==> src/rtl/admm_estimate_convergence_monitor.sv <==
// Collects one codeword of centered ADMM estimates per iteration, hard-decides them and reports convergence.
// Optional tag consistency check within a word: define ADMM_MONITOR_TAG_CHECK_EN.
module admm_estimate_convergence_monitor #(
  parameter int TAG_WIDTH          = 32,
  parameter int NUM_VARIABLES      = 8,
  parameter int MESSAGE_DATA_WIDTH = 15,
  parameter int INTEGRALITY_MARGIN = 256,
  parameter int MAX_ITERATIONS     = 64,
  localparam int ITER_WIDTH        = $clog2(MAX_ITERATIONS + 1)
) (
  input  logic                          clk,
  input  logic                          reset,
  input  logic                          ready_in,
  input  logic                          valid_in,
  input  logic [TAG_WIDTH-1:0]          tag_in,
  input  logic [MESSAGE_DATA_WIDTH-1:0] data_in,
  output logic                          busy,
  output logic                          ready_out,
  output logic                          valid_out,
  output logic [TAG_WIDTH-1:0]          tag_out,
  output logic [NUM_VARIABLES-1:0]      decoded_out,
  output logic                          converged,
  output logic                          done,
  output logic [ITER_WIDTH-1:0]         iterations_out,
  output logic                          tag_error
);

  localparam int W         = MESSAGE_DATA_WIDTH;
  localparam int IDX_WIDTH = (NUM_VARIABLES > 1) ? $clog2(NUM_VARIABLES) : 1;
  localparam int HALF      = 1 << (W - 2);
  localparam logic [W:0] THRESHOLD = (W + 1)'(HALF - INTEGRALITY_MARGIN);

  typedef enum logic {COLLECT, OUTPUT} state_t;

  state_t                   state_reg;
  logic [IDX_WIDTH-1:0]     idx_reg;
  logic [ITER_WIDTH-1:0]    iter_reg;
  logic                     all_integral_reg;
  logic [NUM_VARIABLES-1:0] bits_reg;
  logic [TAG_WIDTH-1:0]     tag_reg;

  logic                     accept;
  logic                     last;
  logic signed [W:0]        data_ext;
  logic [W:0]               magnitude;
  logic                     is_integral;
  logic                     hard_bit;
  logic [NUM_VARIABLES-1:0] word_bits;
  logic                     word_integral;
  logic                     word_tag_error;
  logic [ITER_WIDTH-1:0]    iter_next;
  logic [TAG_WIDTH-1:0]     word_tag;
  logic                     converged_next;
  logic                     done_next;

  assign accept    = valid_in & (state_reg == COLLECT);
  assign last      = (idx_reg == IDX_WIDTH'(NUM_VARIABLES - 1));
  assign ready_out = (state_reg == COLLECT);
  assign valid_out = (state_reg == OUTPUT);
  assign busy      = (state_reg == OUTPUT) | (idx_reg != '0);

  // One extra bit keeps |most negative code| representable.
  assign data_ext      = {data_in[W-1], data_in};
  assign magnitude     = data_ext[W] ? (W + 1)'(-data_ext) : (W + 1)'(data_ext);
  assign is_integral   = (magnitude >= THRESHOLD);
  assign hard_bit      = ~data_in[W-1] & (|data_in);
  assign word_integral = all_integral_reg & is_integral;
  assign iter_next     = iter_reg + 1'b1;
  assign word_tag      = (idx_reg == '0) ? tag_in : tag_reg;

  generate
    for (genvar gi = 0; gi < NUM_VARIABLES; gi++) begin : g_slot
      assign word_bits[gi] = (idx_reg == IDX_WIDTH'(gi)) ? hard_bit : bits_reg[gi];
    end
  endgenerate

`ifdef ADMM_MONITOR_TAG_CHECK_EN
  logic tag_error_reg;
  assign word_tag_error = tag_error_reg | ((idx_reg != '0) & (tag_in != tag_reg));
`else
  assign word_tag_error = 1'b0;
  assign tag_error      = 1'b0;
`endif

  // A tag error forces the controller to stop and restart the iteration count.
  assign converged_next = word_integral & ~word_tag_error;
  assign done_next      = converged_next | word_tag_error |
                          (iter_next == ITER_WIDTH'(MAX_ITERATIONS));

  always_ff @(posedge clk) begin
    if (reset) begin
      state_reg        <= COLLECT;
      idx_reg          <= '0;
      iter_reg         <= '0;
      all_integral_reg <= 1'b1;
      bits_reg         <= '0;
      tag_reg          <= '0;
      tag_out          <= '0;
      decoded_out      <= '0;
      converged        <= 1'b0;
      done             <= 1'b0;
      iterations_out   <= '0;
`ifdef ADMM_MONITOR_TAG_CHECK_EN
      tag_error_reg    <= 1'b0;
      tag_error        <= 1'b0;
`endif
    end else begin
      case (state_reg)
        COLLECT: begin
          if (accept) begin
            bits_reg <= word_bits;
            if (idx_reg == '0) tag_reg <= tag_in;
            if (last) begin
              idx_reg          <= '0;
              iter_reg         <= iter_next;
              all_integral_reg <= 1'b1;
              tag_out          <= word_tag;
              decoded_out      <= word_bits;
              converged        <= converged_next;
              done             <= done_next;
              iterations_out   <= iter_next;
              state_reg        <= OUTPUT;
`ifdef ADMM_MONITOR_TAG_CHECK_EN
              tag_error_reg    <= 1'b0;
              tag_error        <= word_tag_error;
`endif
            end else begin
              idx_reg          <= idx_reg + 1'b1;
              all_integral_reg <= word_integral;
`ifdef ADMM_MONITOR_TAG_CHECK_EN
              tag_error_reg    <= word_tag_error;
`endif
            end
          end
        end
        OUTPUT: begin
          if (ready_in) begin
            state_reg <= COLLECT;
            if (done) iter_reg <= '0;
          end
        end
        default: state_reg <= COLLECT;
      endcase
    end
  end

endmodule

==> config.mk <==
export PLATFORM = sky130hd
export DESIGN_NAME = admm_estimate_convergence_monitor
export DESIGN_NICKNAME = d
export VERILOG_FILES = /design/src/rtl/admm_estimate_convergence_monitor.sv
export SDC_FILE = /design/constraint.sdc
export NUM_CORES = 1
export LEC_CHECK = 0
export ABC_AREA = 1
export CAP_MARGIN = 5
export CORE_AREA = 2 2 105 87
export DETAILED_ROUTE_END_ITERATION = 7
export DIE_AREA = 0 0 107 89
export GPL_TIMING_DRIVEN = 0
export PLACE_DENSITY = 0.84
export SLEW_MARGIN = 20
export SYNTH_ARGS = -nofsm -noshare
export SYNTH_HDL_FRONTEND = slang
export SYNTH_SLANG_ARGS = --single-unit
==> constraint.sdc <==
create_clock -name clk -period 3.55 [get_ports clk]
set_clock_uncertainty 0.05 [all_clocks]
set_input_delay 1.065 -clock clk [delete_from_list [all_inputs] [get_ports clk]]
set_output_delay 1.065 -clock clk [all_outputs]
set_load 0.05 [all_outputs]
==> results of run 1 <==
[metrics by stage]
step           setup WS (ps)  cells  utilization [%]  total power, uW
2_1_floorplan           1090    556                -             1450
3_3_place_gp             451    769             67.0             1560
3_5_place_dp             418    769             67.0             1570
4_1_cts                 2.37    785             69.2             2230
5_1_grt                  287    785             69.2             2330
6_report                 397    785             69.2             2230
[area by class of cell]
type / count / area [um^2] / area share, %
Timing Repair Buffer: 101 / 1010 / 17.5
Multi-Input combinational cell: 341 / 1930 / 33.3
Inverter: 80 / 300 / 5.18
Tap cell: 112 / 140 / 2.42
Clock inverter: 7 / 55.1 / 0.950
Buffer: 35 / 226 / 3.91
Clock buffer: 9 / 124 / 2.14
Sequential cell: 100 / 2000 / 34.6
[worst min-delay path: stages, from the launching register on]
cell and delay (ps):
dfxtp_1 320, nand2_1 60, nand2_1 40
[where the power goes]
group / switching [uW] / leakage [uW] / total (uW) / internal (uW)
clock: 411 / 0.0000923 / 675 / 265
combinational: 200 / 0.00186 / 363 / 163
sequential: 24.4 / 0.000816 / 1190 / 1160
total: 635 / 0.00276 / 2230 / 1590
[final timing paths]
kind                                   startpoint           endpoint  slack, ps  cells past startpoint
worst max register to register         idx_reg[0]         tag_out[8]       1670                      8
worst min register to register  iterations_out[6]  iterations_out[6]        400                      2
worst min-delay path            iterations_out[6]  iterations_out[6]        400                      2
worst max-delay path                   idx_reg[0]               busy        400                      7
[layout by cell type, fill, tap and decap left out, types with 2 or more instances in the layout]
cell / instances
nand2_1: 84
a211oi_1: 3
dfxtp_1: 100
inv_2: 3
ha_1: 8
nor3_1: 2
nand4_1: 2
clkbuf_8: 10
nand3_1: 11
clkinv_2: 2
a21oi_1: 48
buf_2: 11
clkbuf_1: 11
o21bai_1: 7
buf_4: 5
xor2_1: 2
a31oi_1: 5
o21ai_0: 57
mux2i_1: 32
buf_6: 5
or2_2: 2
nor2_1: 35
inv_6: 3
o211ai_1: 34
inv_1: 77
clkdlybuf4s50_1: 100
[layer usage]
metal  GRT usage [%]  wire (um)  part of all wire [%]
met5               0          0                     0
met4            7.44        244                   2.1
met3            4.96        769                   6.7
met2            41.5       5300                    46
met1            34.6       5250                    45
[logic make-up after synthesis]
| kind of cell | count (synthesis) |
|---|---|
| mux | 32 |
| fa+ha+maj | 8 |
| other cells | 1 |
| flops | 100 |
| compound gates | 158 |
| xor+xnor | 2 |
| buf+inv | 115 |
| simple gates | 140 |
==> flow_metrics.tcl, run 1 <==
set metrics [dict create \
    status "complete, no violations" \
    gr-total-overflow 0 \
    min_period_ps 3150 \
    post_cts_buffers 0 \
    num-fill-cells 664 \
    whs_ps 404 \
    ys_seq_area_share_pct 44.9 \
    worstPathCellList "inv_1, ha_1, nand2_4, buf_6, inv_1, nand2_1, dlymetal6s2s_1" \
    nNetsFinal 727 \
    cts_tree "yes" \
    crit_buf_inv 4 \
    grt_start_max_net_pins 19 \
    grtUsageTotal_pct 25.4 \
    grt_pass1_vias 3993 \
    die_area_mm2 0.00952 \
    stdcell_area_mm2 0.00579 \
    yosysTopAreaCell "dfxtp_1" \
    clock_sinks 100 \
    netlist_area_mm2 0.00446 \
    synth-compound-area-share_pct 20.7 \
    dieWidth_um 107 \
    crit_slowest_cell "dlymetal6s2s_1" \
    drc_errors 0 \
    io_pins 104 \
    area.growth.synth_to_final_pct 29.9 \
    postCtsResizedCells 0 \
    clk_pin_slew_ps 100 \
    finalHoldViolCount 0 \
    fmax_mhz 317 \
    synth-simple-area-share_pct 12.7 \
    synthAdderAreaFrac_pct 2.24 \
    critPathMostFrequentCell "inv_1" \
    synth_most_common_cell "dfxtp_1" \
    via_per_inst 5.34 \
    ys.flop_type "dfxtp_1" \
    crit_type "flop to primary output" \
    synth_xor_xnor_area_share_pct 0.393 \
    leakage_uw 0.00276 \
    cp.arrival_ps 2040 \
    layout-drive-gt1-share_pct 7.13 \
    vdd_drop_max_v 0.000203 \
    start_util_pct 53.3 \
    setup_viol 0 \
    synth_common_cells "dfxtp_1 (100), nand2_1 (84), inv_1 (77)" \
    synthArstFlopShare_pct 0 \
    avgSynthCellArea_um2 8.02 \
    antennaDiodeCount 0 \
    synthCells 556 \
    power-per-cell-area_mw_per_mm2 384 \
    grt_pass1_wl_mm 19.3 \
    post_dp_cell_area_mm2 0.00561 \
    worstPathMaxFanout 10 \
    vias 4188 \
    gp_congestion 0.882 \
    wl_mm 11.6 \
    synth_edf_count 0 \
    post_drt_wl_per_cell_um 14.7 \
    worst_pin_slew_ps 568 \
    clk_latency_ps 370 \
    critical_path.max_stage_delay_ps 410 \
    maxSlewHeadroom_pct 62.2 \
    finalSetupTns_ps 0 \
    antenna_found_initial 0 \
    synthMuxAreaShare_pct 7.18 \
    synth_area_leaders "dfxtp_1 (45%), mux2i_1 (7.2%), nand2_1 (7.1%)" \
    dp_hpwl_mm 8.45 \
    finalCritPeriodShare_pct 88.8 \
    synth_nets 615 \
    cts_made_buffers 9 \
    startpoint_type "flop" \
    ys_seq_elements 100 \
    path_delay_family "buffers and inverters" \
    place.port_buffers 101 \
    synth_warnings 0 \
    drt_first_pass_iters 5 \
    initialDrtViolationCount 250 \
    hold_buffers 0 \
    critPathCaptureType "primary output" \
    num_rows 30 \
    die_h_um 89 \
    clockBufferDepth 2 \
    cts_root_buf "clkbuf_8" \
    ys_types 34 \
    rsz0062_at_grt "false" \
    maxCapViolCount 0 \
    ant_nets 0 \
    core-area_mm2 0.00837 \
    slew_violations 0 \
    synth_top_area_share_pct 44.9 \
    h-tree-depth 3 \
    synth_top_family_by_area "compound AO/OA/AOI/OAI gates" \
    worst_ep_required_time_ps 2430 \
    worstHoldPathType "flop to flop" \
]
Note: power is estimated with default switching activity, not from simulation.
==> inputs of run 2 (changes only) <==
GPL_TIMING_DRIVEN = unset   (was 0)
==> flow_metrics.tcl, run 2 (synthesized netlist as in run 1, its figures left out) <==
set metrics [dict create \
    clk_latency_ps 360 \
    die_h_um 89 \
    fin_cells 758 \
    dp_hpwl_mm 7.11 \
    core-area_mm2 0.00837 \
    finalCritPeriodShare_pct 76.0 \
    r2r_start "idx_reg[0]" \
    seqCellArea_mm2 0.00200 \
    setup_viol 0 \
    gr-total-overflow 0 \
    grt_start_max_net_pins 82 \
    fmax_mhz 370 \
    via_per_inst 5.23 \
    grtUsageTotal_pct 22.0 \
    layout-drive-gt1-share_pct 5.42 \
    num_rows 30 \
    die_area_mm2 0.00952 \
    num-fill-cells 684 \
    clockBufferDepth 2 \
    drc_errors 0 \
    hold_end "iterations_out[2]" \
    initialDrtViolationCount 181 \
    place.port_buffers 102 \
    worst_ep_required_time_ps 2430 \
    vdd_drop_max_v 0.000275 \
    layout_commonest_cell "clkdlybuf4s50_1" \
    ff2ff_path_depth 8 \
    stdcell_area_mm2 0.00569 \
    min_period_ps 2700 \
    slew_violations 0 \
    power-per-cell-area_mw_per_mm2 405 \
    cts_tree "yes" \
    wl_mm 10.4 \
    critPathCaptureType "primary output" \
    r2r_slack_ps 1490 \
    grt_pass1_wl_mm 16.8 \
    worst_slack_ps 851 \
    cp.arrival_ps 1580 \
    worst_pin_slew_ps 578 \
    clk_pin_slew_ps 90 \
    whs_ps 410 \
    worstHoldStart "iterations_out[2]" \
    io_pins 104 \
    nNetsFinal 700 \
    h-tree-depth 3 \
    cts_root_buf "clkbuf_8" \
    finalHoldViolCount 0 \
    rsz0062_at_grt "false" \
    post_dp_cell_area_mm2 0.00548 \
    worstPathMaxFanout 4 \
    gp_congestion 0.914 \
    post_cts_buffers 0 \
    postCtsResizedCells 0 \
    antenna_found_initial 0 \
    hold_buffers 0 \
    maxCapViolCount 0 \
    worstHoldPathType "flop to flop" \
    grt_pass1_vias 3593 \
    min_path_cells 2 \
    maxSlewHeadroom_pct 61.5 \
    startpoint_type "flop" \
    placed_cells 742 \
    antennaDiodeCount 0 \
    start_util_pct 53.3 \
    crit_type "flop to primary output" \
    post_drt_wl_per_cell_um 13.7 \
    r2r_end "tag_reg[0]" \
    pre_cts_ws_ps 637 \
    multi_input_area_mm2 0.00194 \
    vias 3968 \
    drt_first_pass_iters 5 \
    cts_made_buffers 9 \
    clock_sinks 100 \
    final_cell_mix "clkdlybuf4s50_1 (101), dfxtp_1 (100), nand2_1 (84)" \
    ant_nets 0 \
    finalSetupTns_ps 0 \
    area.growth.synth_to_final_pct 27.6 \
    dieWidth_um 107 \
    status "complete, no violations" \
    leakage_uw 0.00267 \
]
## run 2: changes by cell type in the layout (fill, tap and decap cells not counted), sizes merged
cell,delta
buf,-14
clkbuf,-11
inv,-3
bufinv,+2
bufbuf,-1
clkdlybuf4s50,+1
dlymetal6s2s,-1
## run 2: worst max path at each step
stage          startpoint   endpoint  slack (ps)  cells past startpoint
2_1_floorplan  idx_reg[0]       busy        1090                      6
3_3_place_gp     valid_in       done         670                      8
3_5_place_dp     valid_in       done         640                      8
4_1_cts         valid_out  ready_out         840                      2
5_1_grt         valid_out  ready_out         790                      2
6_report        valid_out  ready_out         850                      2
## run 2: power by group
part / internal [uW] / switching (uW)
clock network: 398 / 381
logic: 151 / 186
registers: 1160 / 25.2
## run 2: routing by layer
metal  up-vias  share of wire (%)  track usage, %
li1       2005                  -               -
met2       115                 48            37.9
met1      1835                 45            28.5
met4         0                1.8            6.38
met5         -                  0               0
met3        13                4.6            4.30
## run 2: per-stage QoR
step / util (%) / power, uW
4_1_cts: 68.0 / 2320
3_5_place_dp: 65.4 / 1550
5_1_grt: 68.0 / 2410
2_1_floorplan: - / 1450
3_3_place_gp: 65.4 / 1540
6_report: 68.0 / 2300
## run 2: critical path, stage by stage, from the launching register on
cell and delay, ps:
dfxtp_1 340, inv_2 90, clkdlybuf4s50_1 800
## run 2: cell type report
class | instances | share of cell area (%)
clock buffer | 10 | 2.24
clock inverter | 6 | 1.52
inverter | 80 | 5.28
multi-input combinational | 341 | 34.1
sequential | 100 | 35.2
tap | 112 | 2.46
timing repair buffer | 109 | 19.3
==> inputs of run 3 (changes only) <==
CORE_AREA = 2 2 109 90   (was 2 2 105 87)
DIE_AREA = 0 0 111 92   (was 0 0 107 89)
PLACE_DENSITY = 0.79   (was 0.84)
clock period = 2.6 ns   (was 3.55 ns; I/O delays follow)
==> flow_metrics.tcl, run 3 (synthesized netlist as in run 1, its figures left out) <==
set metrics [dict create \
    crit_type "flop to primary output" \
    clk_latency_ps 330 \
    h-tree-depth 3 \
    crit_buf_inv 2 \
    post_drt_wl_per_cell_um 13.5 \
    post_cts_buffers 0 \
    worstSetupStartpoint "valid_out" \
    path_delay_family "buffers and inverters" \
    cp.arrival_ps 1550 \
    via_per_inst 5.08 \
    worstHoldStart "iterations_out[2]" \
    place.port_buffers 102 \
    io_pins 104 \
    grt_start_max_net_pins 55 \
    die_h_um 92 \
    layout_commonest_cell "clkdlybuf4s50_1" \
    grtUsageTotal_pct 20.6 \
    grt_pass1_wl_mm 17.4 \
    min_period_ps 2380 \
    gp_congestion 0.862 \
    fmax_mhz 420 \
    worstHoldPathType "flop to flop" \
    grt_pass1_vias 3705 \
    finalSetupTns_ps 0 \
    pre_cts_ws_ps 16.8 \
    worst_slack_ps 218 \
    maxSlewHeadroom_pct 59.9 \
    num-fill-cells 770 \
    num_rows 32 \
    critical_path.max_stage_delay_ps 800 \
    core-area_mm2 0.00925 \
    ant_nets 0 \
    power-per-cell-area_mw_per_mm2 616 \
    cts_tree "yes" \
    startpoint_type "flop" \
    wl_mm 10.4 \
    crit_slowest_cell "clkdlybuf4s50_1" \
    clk_pin_slew_ps 70 \
    worst_pin_slew_ps 602 \
    drt_first_pass_iters 5 \
    nNetsFinal 703 \
    area.growth.synth_to_final_pct 31.8 \
    initialDrtViolationCount 211 \
    die_area_mm2 0.0102 \
    antenna_found_initial 0 \
    r2r_start "idx_reg[0]" \
    start_util_pct 48.2 \
    gr-total-overflow 0 \
    status "complete, no violations" \
    maxCapViolCount 0 \
    layout-drive-gt1-share_pct 5.86 \
    cts_made_buffers 9 \
    setup_viol 0 \
    worstPathCellList "inv_2, clkdlybuf4s50_1" \
    dp_hpwl_mm 7.02 \
    rsz0062_at_grt "false" \
    worstPathMaxFanout 4 \
    drc_errors 0 \
    antennaDiodeCount 0 \
    vdd_drop_max_v 0.000368 \
    critPathCaptureType "primary output" \
    postCtsResizedCells 0 \
    leakage_uw 0.00276 \
    finalHoldViolCount 0 \
    clock_sinks 100 \
    finalCritPeriodShare_pct 91.6 \
    final_cell_mix "clkdlybuf4s50_1 (101), dfxtp_1 (100), nand2_1 (84)" \
    dieWidth_um 111 \
    hold_buffers 0 \
    cts_root_buf "clkbuf_16" \
    slew_violations 0 \
    vias 3896 \
    clockBufferDepth 2 \
    worst_ep_required_time_ps 1770 \
]
-- run 3: cell types whose count changed in the layout (fill, tap and decap cells not counted), sizes merged --
cell and change:
buf +3, bufinv +1, clkinv -1, clkinvlp -1
-- run 3: worst register-to-register path, cell delays in order, from the launching register on --
cell and delay (ps):
dfxtp_1 390, inv_1 110, ha_1 260, nand2_4 90, buf_4 480, mux2i_1 330
nand2_1 80, o211ai_1 90, inv_1 60
-- run 3: metrics by stage --
stage          cell area, um^2  hold WS [ps]  power, uW  utilization, %  std cells
6_report                  5880           403       3620            63.6        767
3_3_place_gp              5530           382       2110            59.8        752
2_1_floorplan             4460           405       1970               -        556
4_1_cts                   5880           405       3650            63.6        767
3_5_place_dp              5530           390       2130            59.8        752
5_1_grt                   5880           413       3770            63.6        767
-- run 3: cell type report --
| class | instances | area, um^2 | area share (%) |
|---|---|---|---|
| multi-input cells | 341 | 1940 | 33.0 |
| clock inverters | 5 | 108 | 1.83 |
| inverters | 80 | 300 | 5.11 |
| repair buffers | 112 | 1140 | 19.4 |
| clock buffers | 10 | 239 | 4.06 |
| flip-flops and latches | 100 | 2000 | 34.0 |
| well taps | 119 | 149 | 2.53 |
-- run 3: worst paths after layout --
check | slack, ps | to | cells after the start
max reg2reg | 550 | tag_reg[26] | 8
min | 400 | iterations_out[2] | 2
max | 220 | ready_out | 2
min reg2reg | 400 | iterations_out[2] | 2
-- run 3: report_power, final --
| group | internal [uW] | switching (uW) | total, uW |
|---|---|---|---|
| Sequential | 1590 | 35.6 | 1630 |
| Combinational | 216 | 254 | 470 |
| Clock | 967 | 561 | 1530 |
| Total | 2770 | 850 | 3620 |
-- run 3: layer usage --
layer  vias up  GRT usage [%]  share of wire (%)
met5         -              0                  0
met4         0           4.90               0.66
met3         6           4.30                4.1
met2        88           35.3                 48
met1      1789           26.8                 47
li1       2013              -                  -
